`config.mk`:
```
export PLATFORM = sky130hd
export DESIGN_NAME = modn_seq
export DESIGN_NICKNAME = d
export VERILOG_FILES = /design/src/rtl/modn_seq.sv
export SDC_FILE = /design/constraint.sdc
export NUM_CORES = 1
export LEC_CHECK = 0
export ABC_AREA = 1
export ABC_CLOCK_PERIOD_IN_PS = 1600
export BUFFER_PORTS_ARGS = -buffer_cell sky130_fd_sc_hd__buf_4
export CAP_MARGIN = 20
export CORE_UTILIZATION = 52
export CTS_CLUSTER_SIZE = 30
export DETAILED_ROUTE_END_ITERATION = 7
export PLACE_DENSITY = 0.76
export SETUP_SLACK_MARGIN = 0.05
export SYNTH_ARGS = -nofsm -noshare
export SYNTH_HDL_FRONTEND = slang
export SYNTH_SLANG_ARGS = --single-unit
```
`constraint.sdc`:
```
create_clock -name clock -period 1.6 [get_ports clock]
set_input_delay 0 -clock clock [delete_from_list [all_inputs] [get_ports clock]]
set_output_delay 0 -clock clock [all_outputs]
set_load 0.01 [all_outputs]
```
`src/rtl/modn_seq.sv`:
```
// modn_seq: restoring shift-subtract reduction x = a mod b, one bit per clock.
// Build option MODN_QUOTIENT_EN adds the quotient output q.
module modn_seq #(
  parameter int DATA_WIDTH        = 8,
  parameter int DATA_DOUBLE_WIDTH = 16
) (
  input  logic                         clock,
  input  logic                         reset_n,
  input  logic                         rst,
  input  logic                         en,
  input  logic [DATA_DOUBLE_WIDTH-1:0] a,
  input  logic [DATA_WIDTH-1:0]        b,
  output logic [DATA_WIDTH-1:0]        x,
  output logic                         ready
`ifdef MODN_QUOTIENT_EN
  ,
  output logic [DATA_DOUBLE_WIDTH-1:0] q
`endif
);

  localparam int W  = DATA_WIDTH;
  localparam int DW = DATA_DOUBLE_WIDTH;
  localparam int CW = $clog2(DW);
  localparam logic [CW-1:0] LAST = CW'(DW - 1);

  typedef enum logic [1:0] {
    S_IDLE = 2'd0,
    S_CALC = 2'd1,
    S_DONE = 2'd2
  } state_t;

  state_t         state;
  state_t         state_nx;
  logic [DW-1:0]  a_sh;
  logic [W-1:0]   b_r;
  logic [W-1:0]   rem;
  logic [CW-1:0]  cnt;
  logic [W:0]     t;
  logic           ge;
  logic [W-1:0]   rem_nx;

  // rem < b_r always holds, so W bits store it; t needs W+1 for the compare
  always_comb begin
    t      = {rem, a_sh[DW-1]};
    ge     = (t >= {1'b0, b_r});
    rem_nx = ge ? (t[W-1:0] - b_r) : t[W-1:0];
  end

  always_comb begin
    state_nx = state;
    unique case (state)
      S_IDLE: begin
        if (en) begin
          state_nx = (b == '0) ? S_DONE : S_CALC;
        end
      end
      S_CALC: begin
        if (cnt == LAST) begin
          state_nx = S_DONE;
        end
      end
      S_DONE: state_nx = S_DONE;
      default: state_nx = S_IDLE;
    endcase
    if (rst) begin
      state_nx = S_IDLE;
    end
  end

  always_ff @(posedge clock or negedge reset_n) begin
    if (!reset_n) begin
      state <= S_IDLE;
    end else begin
      state <= state_nx;
    end
  end

  always_ff @(posedge clock or negedge reset_n) begin
    if (!reset_n) begin
      a_sh  <= '0;
      b_r   <= '0;
      rem   <= '0;
      cnt   <= '0;
      x     <= '0;
      ready <= 1'b0;
    end else if (rst) begin
      rem   <= '0;
      cnt   <= '0;
      x     <= '0;
      ready <= 1'b0;
    end else begin
      unique case (state)
        S_IDLE: begin
          if (en) begin
            a_sh <= a;
            b_r  <= b;
            rem  <= '0;
            cnt  <= '0;
          end
        end
        S_CALC: begin
          a_sh <= {a_sh[DW-2:0], 1'b0};
          rem  <= rem_nx;
          cnt  <= cnt + 1'b1;
        end
        S_DONE: begin
          x     <= (b_r == '0) ? '0 : rem;
          ready <= 1'b1;
        end
        default: begin
          ready <= 1'b0;
        end
      endcase
    end
  end

`ifdef MODN_QUOTIENT_EN
  logic [DW-1:0] q_sh;

  always_ff @(posedge clock or negedge reset_n) begin
    if (!reset_n) begin
      q_sh <= '0;
      q    <= '0;
    end else if (rst) begin
      q_sh <= '0;
      q    <= '0;
    end else begin
      unique case (state)
        S_IDLE: begin
          if (en) begin
            q_sh <= '0;
          end
        end
        S_CALC: q_sh <= {q_sh[DW-2:0], ge};
        S_DONE: q <= (b_r == '0) ? '0 : q_sh;
        default: q <= '0;
      endcase
    end
  end
`endif

endmodule

```
==> metrics.txt <==
# TYPE chip_impl_metric gauge
chip_impl_metric{name="drcViolationCount",unit=""} 0
chip_impl_metric{name="maxClockFrequency",unit="MHz"} 532.2
chip_impl_metric{name="max-clock-path-buffers",unit=""} 2
chip_impl_metric{name="synth.avg_cell_area",unit="um2"} 7.774
chip_impl_info{name="critical_path.reg2reg.endpoint",value="rem[4]"} 1
chip_impl_metric{name="timing.max_cap.violations",unit=""} 0
chip_impl_info{name="synth_largest_area_cell",value="sky130_fd_sc_hd__dfrtp_1"} 1
chip_impl_info{name="dominantRegCellSynth",value="sky130_fd_sc_hd__dfrtp_1"} 1
chip_impl_info{name="ys_top_cells_by_count",value="sky130_fd_sc_hd__nand2_1, sky130_fd_sc_hd__inv_1, sky130_fd_sc_hd__dfrtp_1"} 1
chip_impl_metric{name="drt-pass1-iter-count",unit=""} 5
chip_impl_metric{name="routed-via-count",unit=""} 3042
chip_impl_metric{name="synth_async_sr_flop_share",unit="%"} 100.0
chip_impl_metric{name="core",unit="um2"} 5140
chip_impl_metric{name="cts-htree-levels",unit=""} 2
chip_impl_metric{name="finalPower",unit="mW"} 7.463
chip_impl_info{name="hold_class",value="input pin to register"} 1
chip_impl_metric{name="number_of_endpoints_failing_setup_at_the_final_stage",unit=""} 8
chip_impl_metric{name="bufs_and_invs_on_worst_path",unit=""} 3
chip_impl_metric{name="clock_latency_on_the_worst_skew_pair",unit="ns"} 0.31
chip_impl_metric{name="timing.reg2reg.setup_slack",unit="ns"} -0.28
chip_impl_metric{name="antennaDiodeCount",unit=""} 0
chip_impl_info{name="violations_in_the_final_reports",value="negative setup slack"} 1
chip_impl_metric{name="worstSetupPathDepth",unit=""} 12
chip_impl_metric{name="routedWlPerCell",unit="um"} 17.49
chip_impl_metric{name="maxSlewViolCount",unit=""} 0
chip_impl_metric{name="clkTransAtPathRegs",unit="ns"} 0.09
chip_impl_metric{name="postSynthRegisterBits",unit=""} 47
chip_impl_metric{name="worst_slew_pin_slew",unit="ns"} 0.6121
chip_impl_metric{name="cts_sinks",unit=""} 47
chip_impl_metric{name="die_outline_height",unit="um"} 75.47
chip_impl_metric{name="final_layout_size_suffix_gt1_share",unit="%"} 38.43
chip_impl_metric{name="cp.required",unit="ns"} 1.85
chip_impl_metric{name="gpl.final_weighted_congestion",unit=""} 0.9113
chip_impl_metric{name="timing.final.crit_period",unit="ns"} 1.879
chip_impl_metric{name="worst-path-max-fanout",unit=""} 3
chip_impl_info{name="synthTopCellsByArea",value="sky130_fd_sc_hd__dfrtp_1, sky130_fd_sc_hd__nand2_1, sky130_fd_sc_hd__inv_1, sky130_fd_sc_hd__nand3_1, sky130_fd_sc_hd__ha_1"} 1
chip_impl_metric{name="synth_edf_count",unit=""} 0
chip_impl_info{name="critPathMostFrequentCell",value="sky130_fd_sc_hd__nand3_1"} 1
chip_impl_metric{name="irDropWorstVdd",unit="mV"} 1.285
chip_impl_metric{name="vias_in_the_first_global_route",unit=""} 2632
chip_impl_metric{name="relSlewSlack",unit="%"} 59.19
chip_impl_metric{name="globalRoute.totalOverflow",unit=""} 0
chip_impl_info{name="most_common_cell_in_the_synthesized_netlist",value="sky130_fd_sc_hd__nand2_1"} 1
chip_impl_metric{name="fin_tns_setup",unit="ns"} -0.6316
chip_impl_info{name="timing.setup.critical_path_class",value="register to register"} 1
chip_impl_metric{name="flow.area_growth_from_synthesis",unit="%"} 54.39
chip_impl_metric{name="wire_length_of_the_first_global_routing_pass",unit="mm"} 11.98
chip_impl_info{name="cts_root_buffer",value="sky130_fd_sc_hd__clkbuf_8"} 1
chip_impl_metric{name="die_area",unit="um2"} 5695
chip_impl_metric{name="detailed_place_hpwl",unit="mm"} 4.783
chip_impl_metric{name="mappedNetlistNets",unit=""} 403
chip_impl_metric{name="postPlaceCellArea",unit="um2"} 3359
chip_impl_metric{name="synthesis.instances",unit=""} 361
chip_impl_metric{name="place.detailed.instances",unit=""} 486
chip_impl_metric{name="p_leak",unit="nW"} 2.160
chip_impl_info{name="clock_tree_from_tritoncts",value="built"} 1
chip_impl_metric{name="synth.lib_cells_used.distinct",unit=""} 33
chip_impl_info{name="critical_path.cell_chain",value="inv_2, ha_4, inv_4, fa_2, nand2_2, nand3_4, buf_4, nand3_1, nand2_1, nand3_1, nand3_1, nand2_1"} 1
chip_impl_metric{name="drt_first_iter_violations",unit=""} 264
chip_impl_metric{name="layout_worst_path_cycle_share",unit="%"} 117.4
chip_impl_metric{name="nets",unit=""} 513
chip_impl_metric{name="grt_antenna_before_repair",unit=""} 0
chip_impl_info{name="end_point_of_the_critical_path",value="rem[4]"} 1
chip_impl_info{name="critPathCaptureType",value="register"} 1
chip_impl_metric{name="std_cell_rows",unit=""} 26
chip_impl_metric{name="syn_area",unit="um2"} 2806
chip_impl_info{name="status",value="finished with violations"} 1
chip_impl_metric{name="timing.critical_path.arrival",unit="ns"} 2.13
chip_impl_info{name="timing.critical_path.from_type",value="register"} 1
chip_impl_info{name="worstReg2RegStart",value="a_sh[15]"} 1
chip_impl_metric{name="numCtsBuffers",unit=""} 5
chip_impl_metric{name="buffer_ports.inserted",unit=""} 36
chip_impl_metric{name="route.antenna.remaining_nets",unit=""} 0
chip_impl_metric{name="route.detailed.vias_per_inst",unit=""} 5.623
chip_impl_metric{name="maximum_number_of_pins_on_one_net_before_global_route_repair",unit=""} 48
chip_impl_metric{name="ys.warnings.count",unit=""} 0
chip_impl_info{name="setup.worst_path.start",value="a_sh[15]"} 1
chip_impl_metric{name="floorplan.initialDensity",unit="%"} 54.60
chip_impl_metric{name="final_design_area_no_fill",unit="um2"} 4333
chip_impl_metric{name="post-place-ws",unit="ns"} -0.1048
chip_impl_metric{name="whs",unit="ns"} 0.08181
chip_impl_metric{name="groute.usage.overall",unit="%"} 28.37
chip_impl_metric{name="postRouteWirelength",unit="mm"} 9.461
chip_impl_metric{name="reg2reg_path_depth",unit=""} 12
chip_impl_metric{name="sequential_share_of_the_synthesized_area",unit="%"} 41.91
chip_impl_metric{name="post-route-util",unit="%"} 84.30
chip_impl_metric{name="slowest_delay",unit="ns"} 0.38
chip_impl_info{name="setup_repair_after_global_routing_missed_its_margin",value="true"} 1
chip_impl_metric{name="clock-skew-final",unit="ns"} 0.003360
chip_impl_metric{name="power_density",unit="nW/um2"} 1722
chip_impl_info{name="critical_path.top_delay_family",value="simple AND/OR/NAND/NOR gates"} 1
chip_impl_metric{name="timing_hold_violations_final",unit=""} 0
chip_impl_metric{name="setup_slack",unit="ns"} -0.2790
chip_impl_metric{name="synth_top_area_share",unit="%"} 41.91
chip_impl_metric{name="final-instance-count-excl-fill",unit=""} 541
chip_impl_metric{name="ioPinCount",unit=""} 37
chip_impl_metric{name="die_x",unit="um"} 75.47
chip_impl_info{name="cpMaxStageDelayCell",value="sky130_fd_sc_hd__dfrtp_1"} 1
[cell type report]
cell class	count	area (um2)
tap	70	87.58
multi-input combinational	233	1694
clock inverter	1	8.758
timing repair inverter	1	5.005
timing repair buffer	113	993.5
fill	275	807.0
clock buffer	6	82.58
inverter	70	285.3
sequential	47	1176
[layout by cell type, fill, tap and decap left out, types with 9 or more instances in the layout]
cell type / instances
sky130_fd_sc_hd__o21ai_0: 9
sky130_fd_sc_hd__inv_1: 53
sky130_fd_sc_hd__nand3_1: 25
sky130_fd_sc_hd__nand2_2: 16
sky130_fd_sc_hd__nand2_1: 68
sky130_fd_sc_hd__ha_4: 10
sky130_fd_sc_hd__buf_4: 80
sky130_fd_sc_hd__o211ai_1: 15
sky130_fd_sc_hd__o21ai_1: 18
sky130_fd_sc_hd__inv_2: 13
sky130_fd_sc_hd__dlygate4sd3_1: 25
sky130_fd_sc_hd__dfrtp_1: 47
[how the worst min path moves through the flow]
stage             from        to  slack (ns)  depth (start not counted)
2_1_floorplan  reset_n   a_sh[0]       -0.30                          0
3_3_place_gp   reset_n      x[6]        0.05                          1
3_5_place_dp   reset_n      x[6]        0.05                          1
4_1_cts          a[15]  a_sh[15]        0.04                          3
5_1_grt          a[15]  a_sh[15]        0.05                          3
6_report         a[15]  a_sh[15]        0.08                          3
[layer usage]
| layer | share of wire (%) | global-route usage (%) |
|---|---|---|
| met5 | 0 | 0 |
| met4 | 5.1 | 11.93 |
| met3 | 6.1 | 4.894 |
| met2 | 49 | 46.63 |
| met1 | 40 | 37.26 |
[what timing repair did]
action / in CTS / in global routing
setup endpoints to repair: 27 / 31
buffers inserted: 7 / 13
cloned: 0 / 3
endpoints found under the hold margin: 71 / 0
resized for setup: 22 / 75
hold buffers: 25 / 0
pin swaps: 9 / 30
[power by group]
| part | internal, mW | switching, mW | total (mW) |
|---|---|---|---|
| sequential | 1.53 | 0.197 | 1.73 |
| combinational | 2.19 | 2.76 | 4.96 |
| clock | 0.349 | 0.430 | 0.779 |
[registers in the layout (all words and copies together), names as in the netlist]
name   flops
state      2
rem        8
a_sh      16
ready      1
cnt        4
b_r        8
x          8
[tightest hold or removal path: stages]
cell and delay [ns]:
sky130_fd_sc_hd__buf_4 0.08, sky130_fd_sc_hd__o211ai_1 0.09, sky130_fd_sc_hd__o21ai_1 0.16
[cell families after synthesis]
kind of cell    synth area share, %
fa+ha+maj                     6.509
simple gates                  25.72
compound gates                13.82
buf+inv                       11.41
xor+xnor                     0.6243
flops                         41.91
No activity file was read; power rests on OpenSTA's default activity.
